<file path="config.mk">
export PLATFORM = sky130hd
export DESIGN_NAME = mc_controller
export DESIGN_NICKNAME = d
export VERILOG_FILES = /design/src/rtl/mc_pkg.sv /design/src/rtl/mc_alu_decode.sv /design/src/rtl/mc_controller.sv
export SDC_FILE = /design/constraint.sdc
export NUM_CORES = 1
export LEC_CHECK = 0
export ABC_AREA = 0
export BUFFER_PORTS_ARGS = -buffer_cell sky130_fd_sc_hd__buf_4
export CAP_MARGIN = 10
export CORE_ASPECT_RATIO = 1.2
export CORE_UTILIZATION = 40
export CTS_BUF_LIST = sky130_fd_sc_hd__clkbuf_4
export DETAILED_ROUTE_END_ITERATION = 7
export PLACE_DENSITY = 0.64
export SKIP_CTS_REPAIR_TIMING = 1
export SYNTH_ARGS = -nofsm -noshare
export SYNTH_HDL_FRONTEND = slang
export SYNTH_SLANG_ARGS = --single-unit
</file>
<file path="constraint.sdc">
create_clock -name clk -period 2.05 [get_ports clk]
set_input_delay 0.41 -clock clk [delete_from_list [all_inputs] [get_ports clk]]
set_output_delay 0.41 -clock clk [all_outputs]
set_load 0.05 [all_outputs]
</file>
<file path="src/rtl/mc_pkg.sv">
// Shared types and encodings for the multi-cycle RV32I control sequencer.
package mc_pkg;

  typedef enum logic [2:0] {
    S_FETCH, S_DECODE, S_EXEC, S_MEM, S_WB, S_TRAP
  } state_e;

  localparam logic [6:0] OP_R      = 7'b0110011;
  localparam logic [6:0] OP_IMM    = 7'b0010011;
  localparam logic [6:0] OP_LOAD   = 7'b0000011;
  localparam logic [6:0] OP_STORE  = 7'b0100011;
  localparam logic [6:0] OP_BRANCH = 7'b1100011;
  localparam logic [6:0] OP_JAL    = 7'b1101111;
  localparam logic [6:0] OP_JALR   = 7'b1100111;
  localparam logic [6:0] OP_LUI    = 7'b0110111;
  localparam logic [6:0] OP_AUIPC  = 7'b0010111;

  localparam logic [3:0] CC_AND  = 4'b0000;
  localparam logic [3:0] CC_OR   = 4'b0001;
  localparam logic [3:0] CC_ADD  = 4'b0010;
  localparam logic [3:0] CC_XOR  = 4'b0011;
  localparam logic [3:0] CC_SLL  = 4'b0100;
  localparam logic [3:0] CC_SRL  = 4'b0101;
  localparam logic [3:0] CC_SUB  = 4'b0110;
  localparam logic [3:0] CC_SRA  = 4'b0111;
  localparam logic [3:0] CC_SLT  = 4'b1000;
  localparam logic [3:0] CC_SLTU = 4'b1001;
  localparam logic [3:0] CC_BEQ  = 4'b1010;
  localparam logic [3:0] CC_BNE  = 4'b1011;
  localparam logic [3:0] CC_BLT  = 4'b1100;
  localparam logic [3:0] CC_BGE  = 4'b1101;
  localparam logic [3:0] CC_BLTU = 4'b1110;
  localparam logic [3:0] CC_BGEU = 4'b1111;

  localparam logic [1:0] PC_PLUS4 = 2'b00;
  localparam logic [1:0] PC_IMM   = 2'b01;
  localparam logic [1:0] PC_ALU   = 2'b10;

  localparam logic [1:0] RW_RESULT = 2'b00;
  localparam logic [1:0] RW_PC4    = 2'b01;
  localparam logic [1:0] RW_IMM    = 2'b10;
  localparam logic [1:0] RW_PCIMM  = 2'b11;

  function automatic logic uses_imm(input logic [6:0] op);
    return (op == OP_IMM) || (op == OP_LOAD) || (op == OP_STORE) || (op == OP_JALR);
  endfunction

endpackage

</file>
<file path="src/rtl/mc_alu_decode.sv">
// Maps the latched instruction fields to the ALU operation code.
module mc_alu_decode
  import mc_pkg::*;
#(
  parameter int ALU_CC_W = 4
) (
  input  logic [6:0]          opcode,
  input  logic [2:0]          funct3,
  input  logic [6:0]          funct7,
  output logic [ALU_CC_W-1:0] alu_cc
);

  logic [3:0] cc;
  logic       unused_f7;

  // Only bit 5 of funct7 distinguishes RV32I operations.
  assign unused_f7 = ^{funct7[6], funct7[4:0]};

  always_comb begin
    cc = CC_AND;
    case (opcode)
      OP_R, OP_IMM: begin
        case (funct3)
          3'b000:  cc = (opcode == OP_R && funct7[5]) ? CC_SUB : CC_ADD;
          3'b001:  cc = CC_SLL;
          3'b010:  cc = CC_SLT;
          3'b011:  cc = CC_SLTU;
          3'b100:  cc = CC_XOR;
          3'b101:  cc = funct7[5] ? CC_SRA : CC_SRL;
          3'b110:  cc = CC_OR;
          default: cc = CC_AND;
        endcase
      end
      OP_LOAD, OP_STORE, OP_JALR: cc = CC_ADD;
      OP_BRANCH: begin
        case (funct3)
          3'b000:  cc = CC_BEQ;
          3'b001:  cc = CC_BNE;
          3'b100:  cc = CC_BLT;
          3'b101:  cc = CC_BGE;
          3'b110:  cc = CC_BLTU;
          3'b111:  cc = CC_BGEU;
          default: cc = CC_AND;
        endcase
      end
      default: cc = CC_AND;
    endcase
  end

  assign alu_cc = ALU_CC_W'(cc);

endmodule

</file>
<file path="src/rtl/mc_controller.sv">
// FETCH/DECODE/EXEC/MEM/WB sequencer driving the RV32I datapath controls.
module mc_controller
  import mc_pkg::*;
#(
  parameter int ALU_CC_W = 4,
  parameter int CNT_W    = 32
) (
  input  logic                clk,
  input  logic                reset,
  input  logic [6:0]          opcode,
  input  logic [2:0]          Funct3,
  input  logic [6:0]          Funct7,
  input  logic                AluZero,
  input  logic                mem_ready,
  output logic                IRWrite,
  output logic                PCWrite,
  output logic [1:0]          PCSel,
  output logic                RegWrite,
  output logic                MemtoReg,
  output logic                ALUsrc,
  output logic                MemWrite,
  output logic                MemRead,
  output logic [1:0]          RWSel,
  output logic [ALU_CC_W-1:0] ALU_CC,
  output logic                retire,
  output logic                illegal,
  output logic [CNT_W-1:0]    retired_cnt
);

  state_e               state_q, state_d;
  logic [6:0]           op_q, op_d;
  logic [2:0]           f3_q, f3_d;
  logic [6:0]           f7_q, f7_d;
  logic [CNT_W-1:0]     cnt_q, cnt_d;
  logic                 illegal_q, illegal_d;
  logic [ALU_CC_W-1:0]  dec_cc;
  logic                 is_load, is_store, is_branch, retire_c;

  mc_alu_decode #(.ALU_CC_W(ALU_CC_W)) u_alu_decode (
    .opcode (op_q),
    .funct3 (f3_q),
    .funct7 (f7_q),
    .alu_cc (dec_cc)
  );

  assign is_load   = (op_q == OP_LOAD);
  assign is_store  = (op_q == OP_STORE);
  assign is_branch = (op_q == OP_BRANCH);
  assign retire_c  = (state_q == S_WB)
                   || (state_q == S_EXEC && is_branch)
                   || (state_q == S_MEM && is_store && mem_ready);

  always_comb begin
    state_d   = state_q;
    op_d      = op_q;
    f3_d      = f3_q;
    f7_d      = f7_q;
    illegal_d = illegal_q;
    cnt_d     = retire_c ? cnt_q + 1'b1 : cnt_q;
    case (state_q)
      S_FETCH: state_d = S_DECODE;
      S_DECODE: begin
        op_d = opcode;
        f3_d = Funct3;
        f7_d = Funct7;
        case (opcode)
          OP_R, OP_IMM, OP_JALR, OP_LOAD, OP_STORE, OP_BRANCH: state_d = S_EXEC;
          OP_JAL, OP_LUI, OP_AUIPC:                            state_d = S_WB;
          default: begin
            state_d   = S_TRAP;
            illegal_d = 1'b1;
          end
        endcase
      end
      S_EXEC: begin
        if (is_branch)                state_d = S_FETCH;
        else if (is_load || is_store) state_d = S_MEM;
        else                          state_d = S_WB;
      end
      S_MEM:   if (mem_ready) state_d = is_store ? S_FETCH : S_WB;
      S_WB:    state_d = S_FETCH;
      S_TRAP:  state_d = S_TRAP;
      default: state_d = S_FETCH;
    endcase
  end

  always_ff @(posedge clk) begin
    if (!reset) begin
      state_q   <= S_FETCH;
      op_q      <= '0;
      f3_q      <= '0;
      f7_q      <= '0;
      cnt_q     <= '0;
      illegal_q <= 1'b0;
    end else begin
      state_q   <= state_d;
      op_q      <= op_d;
      f3_q      <= f3_d;
      f7_q      <= f7_d;
      cnt_q     <= cnt_d;
      illegal_q <= illegal_d;
    end
  end

  // Every output is forced low while reset is held so an aborted instruction cannot commit.
  always_comb begin
    IRWrite     = 1'b0;
    PCWrite     = 1'b0;
    PCSel       = PC_PLUS4;
    RegWrite    = 1'b0;
    MemtoReg    = 1'b0;
    ALUsrc      = 1'b0;
    MemWrite    = 1'b0;
    MemRead     = 1'b0;
    RWSel       = RW_RESULT;
    ALU_CC      = '0;
    retire      = 1'b0;
    illegal     = 1'b0;
    retired_cnt = '0;
    if (reset) begin
      illegal     = illegal_q;
      retired_cnt = cnt_q;
      case (state_q)
        S_FETCH: IRWrite = 1'b1;
        S_EXEC: begin
          ALU_CC = dec_cc;
          ALUsrc = uses_imm(op_q);
        end
        S_MEM: begin
          ALU_CC   = dec_cc;
          ALUsrc   = uses_imm(op_q);
          MemRead  = is_load;
          MemWrite = is_store;
        end
        S_WB: begin
          RegWrite = 1'b1;
          MemtoReg = is_load;
          case (op_q)
            OP_JAL, OP_JALR: RWSel = RW_PC4;
            OP_LUI:          RWSel = RW_IMM;
            OP_AUIPC:        RWSel = RW_PCIMM;
            default:         RWSel = RW_RESULT;
          endcase
        end
        default: ;
      endcase
      if (retire_c) begin
        retire  = 1'b1;
        PCWrite = 1'b1;
        if (op_q == OP_JAL || (is_branch && AluZero)) PCSel = PC_IMM;
        else if (op_q == OP_JALR)                     PCSel = PC_ALU;
      end
    end
  end

endmodule

</file>
# [Word-level counts from Yosys, hierarchy flattened]
# Cells that the tools add are included.
[word_totals] reg_bits=52 elab_cells=97
[classes] addsub=1 n_eq_ne=31 muxes=36 bitwise_logic=1 n_reduce_logical=22
[ops] operator="$eq A7 B6 Y1 const B" n=6
[ops] operator="$eq A7 B7 Y1 const B" n=6
[ops] operator="$add A32 B1 Y32 const B" n=1
[ops] operator="$mux W32" n=1
[ops] operator="$eq A7 B5 Y1 const B" n=4
[ops] operator="$pmux W4 S7" n=1
[ops] operator="$pmux W4 S6" n=1
[ops] operator="$eq A3 B3 Y1 const B" n=6
[ops] operator="$mux W1" n=15
[ops] operator="$mux W3" n=5
[ops] operator="$pmux W3 S5" n=1
[ops] operator="$eq A7 B2 Y1 const B" n=2
[ops] operator="$mux W2" n=7
[ops] operator="$eq A3 B2 Y1 const B" n=4
[ops] operator="$pmux W4 S3" n=1
[ops] operator="$reduce_or A9 Y1" n=1
[ops] operator="$mux W4" n=2
[ops] operator="$logic_or A1 B1 Y1" n=7
[ops] operator="$eq A3 B1 Y1 const B" n=2
[ops] operator="$logic_not A3 Y1" n=2
[ops] operator="$pmux W2 S3" n=1
[ops] operator="$pmux W3 S2" n=1
[ops] operator="$reduce_or A2 Y1" n=3
[ops] operator="$reduce_or A3 Y1" n=2
[ops] operator="other kinds (5)" n=9

# [Logic depth before layout (Yosys ltp)]
# Gate-level depths: netlist (run 1).
[depth] word_depth=7 ltp_mapped=7

# [Modules after synthesis]
# From an unflattened synthesis (run 1), not the netlist that was laid out.
[unflattened] cells_unflattened=412 area_unflattened_um2=3125.5
[by_module_without_submodules] mod="mc_controller" n_inst=1 cells_each=387 area_per_inst_um2=2930.3 seq_area_each_um2=1061.0
[by_module_without_submodules] mod="mc_alu_decode" n_inst=1 cells_each=25 area_per_inst_um2=195.2 seq_area_each_um2=0.0

# [Least setup slack after synthesis (run 1)]
# OpenSTA, ideal clock, no wires.
[synth_path] path_type="reg2out" from="register op_q[2]" to="output PCSel[0]" arrival_ns=2.969 required_ns=1.640 path_slack_ns=-1.329 path_stages_with_launch=7 cell_sequence="dfxtp_1 > nor4b_4 > nand4_2 > buf_6 > clkbuf_1 > a21oi_1 > nor2b_1"
[synth_via] elab_chain_len=6 elab_cells_between_ends=13 cone_classes="eq/ne: 3; mux: 3; reduce/logical: 7"
[synth_rtl] element="from (decl)" line="mc_controller.sv:31" rtl="logic [6:0] op_q, op_d;"
[synth_rtl] element="from (signal assigned)" line="mc_controller.sv:97" rtl="op_q <= op_d;"
[synth_rtl] element="$eq A7 B7 Y1 or $eq A7 B6 Y1 (tied branches)" line="mc_controller.sv:48, mc_controller.sv:47"
[synth_rtl] element="$logic_and A1 B1 Y1 (on tied branches)" line="mc_controller.sv:150, mc_controller.sv:50, mc_controller.sv:51"
[synth_rtl] element="$logic_or A1 B1 Y1 (tied with other cells)" line="mc_controller.sv:150" rtl="if (op_q == OP_JAL || (is_branch && AluZero)) PCSel = PC_IMM;"
[synth_rtl] element="$mux W2 or $logic_or A1 B1 Y1 (tied branches)" line="mc_controller.sv:150, mc_controller.sv:51"
[synth_rtl] element="$mux W2 *" line="mc_controller.sv:147" rtl="if (retire_c) begin"
[synth_rtl] element="$mux W2 *" line="mc_controller.sv:120" rtl="if (reset) begin"
[synth_rtl] element="to (decl)" line="mc_controller.sv:17" rtl="output logic [1:0] PCSel,"
# Every way passes the cells marked *; elsewhere a longest branch is shown, timed or not.

# [Final worst setup path (run 1)]
[layout_path] from="register op_q[2]" to="output ALU_CC[1]"
[layout_via] elab_chain_len=5 elab_cells_between_ends=11 cone_classes="eq/ne: 6; mux: 3; reduce/logical: 2"
[layout_rtl] element="$eq A7 B2 Y1 (tied with other cells)" line="mc_alu_decode.sv:21" rtl="case (opcode)"
[layout_rtl] element="$reduce_or A3 Y1 or $reduce_or A2 Y1 (tied branches)" line="mc_alu_decode.sv:21"
[layout_rtl] element="$pmux W4 S3 *" line="mc_alu_decode.sv:21"
[layout_rtl] element="$mux W4 *" line="mc_controller.sv:123" rtl="case (state_q)"
[layout_rtl] element="$mux W4 *" line="mc_controller.sv:120"
[layout_rtl] element="to (decl)" line="mc_controller.sv:24" rtl="output logic [ALU_CC_W-1:0] ALU_CC,"
# Marks and branches as above.

==> flow_summary.yaml, run 1 <==
run_status:
  outcome: "complete, but fails checks"
  violations: "setup timing"
critical_path:
  cp_data_required_time_ps: 1640
  critical_path_class: "reg2out"
  cp.arrival_ps: 2010
  cp_max_fo: 6
  critPathCaptureType: "output pin"
  cp-start-kind: "flop"
sta:
  timing.final.ws_setup_ps: -366
  max_freq_mhz: 414
  finalCritPeriodShare: 1.18
  setup_tns_ps: -3260
  whs_ps: 258
  setup_viol: 17
  hold_violations: 0
  slew_headroom: 0.742
  rsz0062_at_grt: "yes"
  fin_crit_ps: 2420
  tightest_slew_ps: 382
  clock_skew_ps: 11.4
  maxSlewViolCount: 0
synth:
  ys.flop_type: "dfxtp_1"
  syn_area_sq_um: 3040
  synth_cells: 366
  synthArstFlopShare: 0
  postSynthAreaPerCell_sq_um: 8.29
  synth_nets: 388
  synth_top_area_cell: "dfxtp_1"
  ys.warnings.count: 0
  synth_top_cell_area_share: 0.310
  ys_seq_area_frac: 0.310
  ys_types: 51
  synthTopCellsByArea: "dfxtp_1 (31%), mux2_1 (11%), and2_1 (7.8%)"
  netlist_top_cells_count: "nor2_1 (51), dfxtp_1 (47), and2_1 (38), mux2_1 (29), nand2_1 (18)"
  yosysMostFrequentCell: "nor2_1"
  synth_edf_count: 0
  ys_seq_elements: 47
floorplanning:
  rows: 34
  die-area_sq_um: 7940
  start_util: 0.415
  pin_count: 70
  fp.dieH_um: 97.4
  coreArea_sq_um: 7320
  fp.dieW_um: 81.5
final_layout:
  drive_above_1_share: 0.424
  fin_util: 0.621
  num_antenna_cells: 0
  instances_no_fill: 559
  syn_to_final_growth_pct: 49.7
  num-nets-final: 490
clock_network:
  cts_made_buffers: 5
  htree_levels: 2
  clockBufferDepth: 2
  cts.clk_slew.worst_paths_ps: 160
  tritoncts: "built"
  cts_root_buffer: "clkbuf_4"
  insertion_delay_ps: 380
  clkSinkCount: 47
detailed_routing:
  drt-initial-drc-count: 159
  avgRoutedWirePerCell_um: 15.3
  via_per_inst: 5.56
  drc: 0
  num_vias: 3110
  drt-total-wl_um: 8530
  ant_nets: 0
  first_pass_iters: 4
flow_run:
  maxCapViolCount: 0
power_and_ir_drop:
  pwr-share-seq: 0.456
  p_leak_uw: 0.00182
  p_per_area_nw_per_um2: 522
  switching_share: 0.371
  power.share.clock: 0.198
  p_int_uw: 1490
  p_sw_uw: 881
  ir_drop_uv: 380
  comb_power_share: 0.345
grt:
  grtUsageTotal: 0.213
  grt_pass1_wl_um: 13400
  grt_overflow: 0
  antenna_found_initial: 0
  grt_max_degree: 33
  grt_pass1_vias: 3028
placement:
  dpl.cell_count: 546
  gp_congestion: 0.825
  portBuffers: 63
  dpl.hpwl_um: 6240
hold_path:
  hold_path.class: "in2reg"
## power groups by stage
| stage | Combinational, uW | Sequential (uW) | Clock [uW] |
|---|---|---|---|
| final | 820 | 1080 | 470 |
| after global routing | 883 | 1100 | 531 |
| after CTS | 738 | 1060 | 490 |
| after detailed placement | 735 | 1080 | 0 |
| after global placement | 719 | 1080 | 0 |
| after floorplan | 477 | 1050 | 0 |
## worst paths after layout
path                  start   endpoint  slack, ps  cells after the start
setup / recovery    op_q[2]  ALU_CC[1]       -370                      5
hold / removal    opcode[1]    op_q[1]        260                      3
hold reg to reg   illegal_q  illegal_q        480                      1
setup reg to reg    op_q[2]  cnt_q[17]        -70                      6
## cell families after synthesis
| kind of cell | Yosys count | synth area share |
|---|---|---|
| buffers and inverters | 33 | 0.0478 |
| muxes | 41 | 0.148 |
| AOI/OAI and AO/OA | 63 | 0.159 |
| and+or+nand+nor | 181 | 0.332 |
| DFF | 47 | 0.310 |
| adders and majority gates | 1 | 0.00412 |
## per-stage QoR
step | worst slack, ps | instance area (sq um) | total power (uW)
after CTS | -495 | 4100 | 2290
after floorplan | -317 | 3160 | 1530
after global placement | -113 | 4040 | 1800
after global routing | -463 | 4540 | 2510
after detailed placement | -57.0 | 4040 | 1820
final | -366 | 4540 | 2370
## worst max-delay path, cell delays in order (launching register included)
cell	delay, ps
dfxtp_4	400
or4b_4	580
nor2_4	150
o41ai_2	120
a31oi_2	190
buf_6	180
## sequential cells by signal (all words and copies together), names as in the netlist
name       count
state_q        3
f7_q           1
op_q           7
cnt_q         32
f3_q           3
illegal_q      1
## per-layer routing
layer,share of wire,vias to the layer above,GRT usage
li1,-,1537,-
met1,0.40,1476,0.250
met2,0.53,81,0.370
met3,0.041,16,0.0357
met4,0.024,0,0.0879
met5,0,-,0
## area by class of cell
class,count,area (sq um)
Clock buffer,5,37.5
Sequential cell,47,957
Tap cell,90,113
Timing Repair Buffer,120,1020
Clock inverter,3,25.0
Fill cell,643,2770
Inverter,8,30.0
Multi-Input combinational cell,286,2360
## cells in the final DEF (no fill, tap or decap), types with 3 or more instances in the layout
cell type,synthesis,routed
buf_4,2,99
nor2_1,51,47
dfxtp_1,47,38
and2_1,38,37
mux2_1,29,24
nand2_1,18,16
buf_6,1,15
nand3_1,15,14
a21oi_1,17,13
mux2i_1,11,11
nand4_1,10,10
a211oi_2,0,10
a2111oi_4,0,9
nand2b_1,7,7
inv_1,8,7
o21ai_0,9,7
dfxtp_2,0,7
and4_1,6,6
nor3_1,11,5
and3_1,5,5
mux2_4,0,5
clkbuf_4,0,5
nor3_4,0,4
nor2b_1,5,4
buf_8,0,3
buf_12,0,3
No activity file was read; power rests on OpenSTA's default activity.
==> run 2, diff against run 1 <==
--- a/config.mk
+++ b/config.mk
@@ -17,3 +17,4 @@
 export SYNTH_ARGS = -nofsm -noshare
 export SYNTH_HDL_FRONTEND = slang
 export SYNTH_SLANG_ARGS = --single-unit
+export TNS_END_PERCENT = 1
==> run 2 against run 1 <==
Compared with the run above:
- the flow still finishes with violations (setup timing)
- first-iteration DRC count decreased by 32%
- highest routed layer unchanged
- clock skew increased by 8.3 ps
- via count decreased by 0.58%
- clock power about the same
- worst setup slack improved by 72 ps
- sequential power about the same
- non-clock buffer count increased by 3
- clock-buffer cell count increased by 2
- die area unchanged
- sequential share of layout area increased by 1.3 points
- maximum frequency increased by 3.1%
- final area decreased by 5.9%
==> flow_summary.yaml, run 2 (synthesized netlist as in run 1, its figures left out) <==
placement:
  dpl_cell_area_sq_um: 4000
  dpl.hpwl_um: 6060
  dpl.cell_count: 546
  gp_congestion: 0.867
  pre_cts_ws_ps: -119
  portBuffers: 63
grt:
  grt_max_degree: 34
  grt_overflow: 0
  grtUsageTotal: 0.202
  antenna_found_initial: 0
  grt_pass1_vias: 2830
  grt_pass1_wl_um: 12700
sta:
  finalCritPeriodShare: 1.14
  clock_skew_ps: 19.6
  fin_crit_ps: 2340
  hold_violations: 0
  max_freq_mhz: 427
  tightest_slew_ps: 527
  rsz0062_at_grt: "yes"
  maxSlewViolCount: 0
  setup_viol: 24
  timing.final.ws_setup_ps: -294
  whs_ps: 283
  slew_headroom: 0.640
hold_path:
  hold_path.class: "in2reg"
final_layout:
  instances_no_fill: 562
  top_register: "cnt_q"
  stdcell_area_sq_um: 4270
  reg.largest.list: "cnt_q (32), op_q (7)"
  num-nets-final: 493
  nFillCells: 663
  syn_to_final_growth_pct: 40.8
  largest_reg_flops: 32
  num_antenna_cells: 0
  final_cell_mix: "buf_4 (109), nor2_1 (48), dfxtp_1 (41)"
  drive_above_1_share: 0.379
  layout_commonest_cell: "buf_4"
clock_network:
  cts_root_buffer: "clkbuf_4"
  clkSinkCount: 47
  cts.clk_slew.worst_paths_ps: 130
  insertion_delay_ps: 370
  cts_made_buffers: 5
  htree_levels: 2
  clockBufferDepth: 2
  tritoncts: "built"
critical_path:
  critical_path_class: "reg2out"
  cp_data_required_time_ps: 1640
  cp-start-kind: "flop"
  cp_max_fo: 4
  critPathCaptureType: "output pin"
  cp.arrival_ps: 1930
power_and_ir_drop:
  ir_drop_uv: 455
  p_per_area_nw_per_um2: 542
  p_leak_uw: 0.00181
detailed_routing:
  drt-total-wl_um: 8150
  drt-initial-drc-count: 108
  first_pass_iters: 4
  ant_nets: 0
  drc: 0
  via_per_inst: 5.50
  num_vias: 3092
  avgRoutedWirePerCell_um: 14.5
floorplanning:
  fp.dieW_um: 81.5
  start_util: 0.415
  rows: 34
  coreArea_sq_um: 7320
  pin_count: 70
  die-area_sq_um: 7940
  fp.dieH_um: 97.4
run_status:
  violations: "setup timing"
  outcome: "complete, but fails checks"
flow_run:
  maxCapViolCount: 0
-- run 2: cell types whose count changed in the layout (fill, tap and decap cells not counted), moves of 4 or more --
cell / previous run / this run
a2111oi_2: 1 / 8
dfxtp_2: 7 / 3
buf_4: 99 / 109
a211oi_1: 0 / 11
mux2_1: 24 / 29
buf_6: 15 / 11
a2111oi_4: 9 / 0
a211oi_2: 10 / 0
mux2_4: 5 / 0
-- run 2: layout make-up --
type                            instances  area (sq um)  area share
Multi-Input combinational cell        286          2120       0.496
Clock inverter                          1          5.00     0.00117
Clock buffer                            7          52.6      0.0123
Inverter                                8          30.0     0.00703
Tap cell                               90           113      0.0263
Sequential cell                        47           956       0.224
Timing Repair Buffer                  123           997       0.233
-- run 2: per-layer routing --
| layer | vias to the layer above | track usage | wire length (um) |
|---|---|---|---|
| met3 | 21 | 0.0347 | 291 |
| met4 | 0 | 0.0769 | 246 |
| met5 | - | 0 | 0 |
| met1 | 1442 | 0.235 | 3460 |
| met2 | 82 | 0.358 | 4150 |
| li1 | 1547 | - | - |
-- run 2: final timing paths --
path	to	from	slack [ps]	cells past startpoint
min	f3_q[1]	Funct3[1]	280	3
min reg2reg	illegal_q	illegal_q	470	1
max reg2reg	cnt_q[14]	op_q[6]	-210	8
max	ALU_CC[1]	op_q[6]	-290	5
-- run 2: metrics by stage --
step                 util  setup TNS, ps  power, uW
finish              0.584          -3970       2320
floorplan               -          -2440       1520
CTS                 0.554          -5790       2260
detailed placement  0.546           -954       1780
global placement    0.546           -708       1770
global route        0.584          -7610       2450
-- run 2: critical path, cell delays in order (launching register included) --
cell and delay (ps):
dfxtp_4 390, or4b_4 550, nor2_4 180, o41ai_4 90, a31oi_2 180, buf_6 180
-- run 2: power breakdown --
part	total (uW)	switching, uW	internal [uW]
clock network	468	307	161
registers	1070	88.6	983
logic	777	418	359
total	2320	813	1500
==> run 3, diff against run 2 <==
--- a/config.mk
+++ b/config.mk
@@ -6,11 +6,12 @@
 export NUM_CORES = 1
 export LEC_CHECK = 0
 export ABC_AREA = 0
+export ABC_CLOCK_PERIOD_IN_PS = 2050
 export BUFFER_PORTS_ARGS = -buffer_cell sky130_fd_sc_hd__buf_4
 export CAP_MARGIN = 10
 export CORE_ASPECT_RATIO = 1.2
 export CORE_UTILIZATION = 40
-export CTS_BUF_LIST = sky130_fd_sc_hd__clkbuf_4
+export CTS_BUF_LIST = sky130_fd_sc_hd__clkbuf_8
 export DETAILED_ROUTE_END_ITERATION = 7
 export PLACE_DENSITY = 0.64
 export SKIP_CTS_REPAIR_TIMING = 1
==> run 3 against run 2 <==
Compared with the run above:
- the flow still finishes with violations (setup timing)
- worst setup slack improved by 70 ps
- maximum frequency rose by 3.1%
- utilization rose by 2.3 points
- cell count fell by 0.18%
- global-route usage rose by 0.054 points
- final area rose by 4.0%
- critical path type unchanged
- largest power group unchanged
==> flow_summary.yaml, run 3 (synthesized netlist as in run 1, its figures left out) <==
critical_path:
  crit_chain: "or4b_4 > nor2_4 > o41ai_4 > a31oi_2 > buf_6"
  crit_family: "simple AND/OR/NAND/NOR gates"
  cp-startpoint: "op_q[6]"
  critPathCaptureType: "output pin"
  path_buf_inv: 1
  cp-start-kind: "flop"
  slowest_stage: "or4b_4"
  cp_max_fo: 4
  critical_path_class: "reg2out"
  cp_slowest_stage_delay_ps: 550
  cp.arrival_ps: 1860
  r2r_start: "op_q[0]"
  cp_data_required_time_ps: 1640
placement:
  gp_congestion: 0.867
  dpl.hpwl_um: 6060
  dpl.cell_count: 546
  dpl_cell_area_sq_um: 4000
  portBuffers: 63
power_and_ir_drop:
  ir_drop_uv: 438
  total_power_uw: 2420
  p_leak_uw: 0.00182
  p_per_area_nw_per_um2: 544
clock_network:
  clockBufferDepth: 2
  cts_made_buffers: 5
  clkSinkCount: 47
  insertion_delay_ps: 300
  cts.clk_slew.worst_paths_ps: 90
  htree_levels: 2
  tritoncts: "built"
  cts_root_buffer: "clkbuf_8"
floorplanning:
  start_util: 0.415
  fp.dieH_um: 97.4
  coreArea_sq_um: 7320
  pin_count: 70
  rows: 34
  die-area_sq_um: 7940
  fp.dieW_um: 81.5
grt:
  grt_pass1_wl_um: 12700
  grt_max_degree: 34
  grt_overflow: 0
  grt_pass1_vias: 2815
  antenna_found_initial: 0
  grtUsageTotal: 0.203
sta:
  finalCritPeriodShare: 1.11
  rsz0062_at_grt: "yes"
  tightest_slew_ps: 404
  hold_violations: 0
  maxSlewViolCount: 0
  timing.final.ws_setup_ps: -224
  slew_headroom: 0.730
  setup_tns_ps: -2500
  max_freq_mhz: 440
  setup_viol: 21
  clock_skew_ps: 8.76
  fin_crit_ps: 2270
run_status:
  violations: "setup timing"
  outcome: "complete, but fails checks"
detailed_routing:
  num_vias: 3086
  first_pass_iters: 4
  drt-initial-drc-count: 96
  avgRoutedWirePerCell_um: 14.8
  ant_nets: 0
  drc: 0
  drt-total-wl_um: 8320
  via_per_inst: 5.50
final_layout:
  syn_to_final_growth_pct: 46.4
  layout_commonest_cell: "buf_4"
  top_register: "cnt_q"
  multi_input_area_sq_um: 2260
  drive_above_1_share: 0.406
  num-nets-final: 492
  reg.largest.list: "cnt_q (32), op_q (7)"
  nFillCells: 627
  ff_latch_area_sq_um: 957
  stdcell_area_sq_um: 4440
  largest_reg_flops: 32
  num_antenna_cells: 0
  final_cell_mix: "buf_4 (104), nor2_1 (48), dfxtp_1 (40)"
  instances_no_fill: 561
flow_run:
  maxCapViolCount: 0
hold_path:
  hold_path.class: "in2reg"
  min-delay-start: "Funct3[2]"
## run 3: worst paths after layout
path / endpoint / slack (ps) / cells past startpoint
max: ALU_CC[1] / -220 / 5
max reg2reg: cnt_q[29] / -120 / 6
min reg2reg: illegal_q / 460 / 1
min: f3_q[2] / 340 / 3
## run 3: through the flow
step | setup WS, ps | util | hold WS (ps)
final | -224 | 0.607 | 343
after CTS | -403 | 0.557 | 341
after global routing | -285 | 0.607 | 356
after floorplan | -326 | - | 432
after global placement | -90.3 | 0.546 | 442
after detailed placement | -119 | 0.546 | 447
## run 3: cell type report
cell class / count / share of cell area
multi-input combinational: 286 / 0.508
inverter: 8 / 0.00676
clock buffer: 5 / 0.0155
sequential: 47 / 0.215
tap: 90 / 0.0253
clock inverter: 3 / 0.00282
timing repair buffer: 122 / 0.226
## run 3: power breakdown
group          internal (uW)  switching [uW]  total [uW]
clock                    231             322         552
sequential               983            89.0        1070
combinational            360             435         794
total                   1570             846        2420
## run 3: tightest hold or removal path: cells and delay by family
family | cells | cell delay [ps]
buffers and inverters | 1 | 80
muxes | 1 | 50
and+or+nand+nor | 1 | 70
## run 3: routing by layer
metal,wire (um),share of wire,global-route usage
met3,270,0.032,0.0376
met2,4260,0.51,0.355
met1,3590,0.43,0.237
met5,0,0,0
met4,206,0.025,0.0769
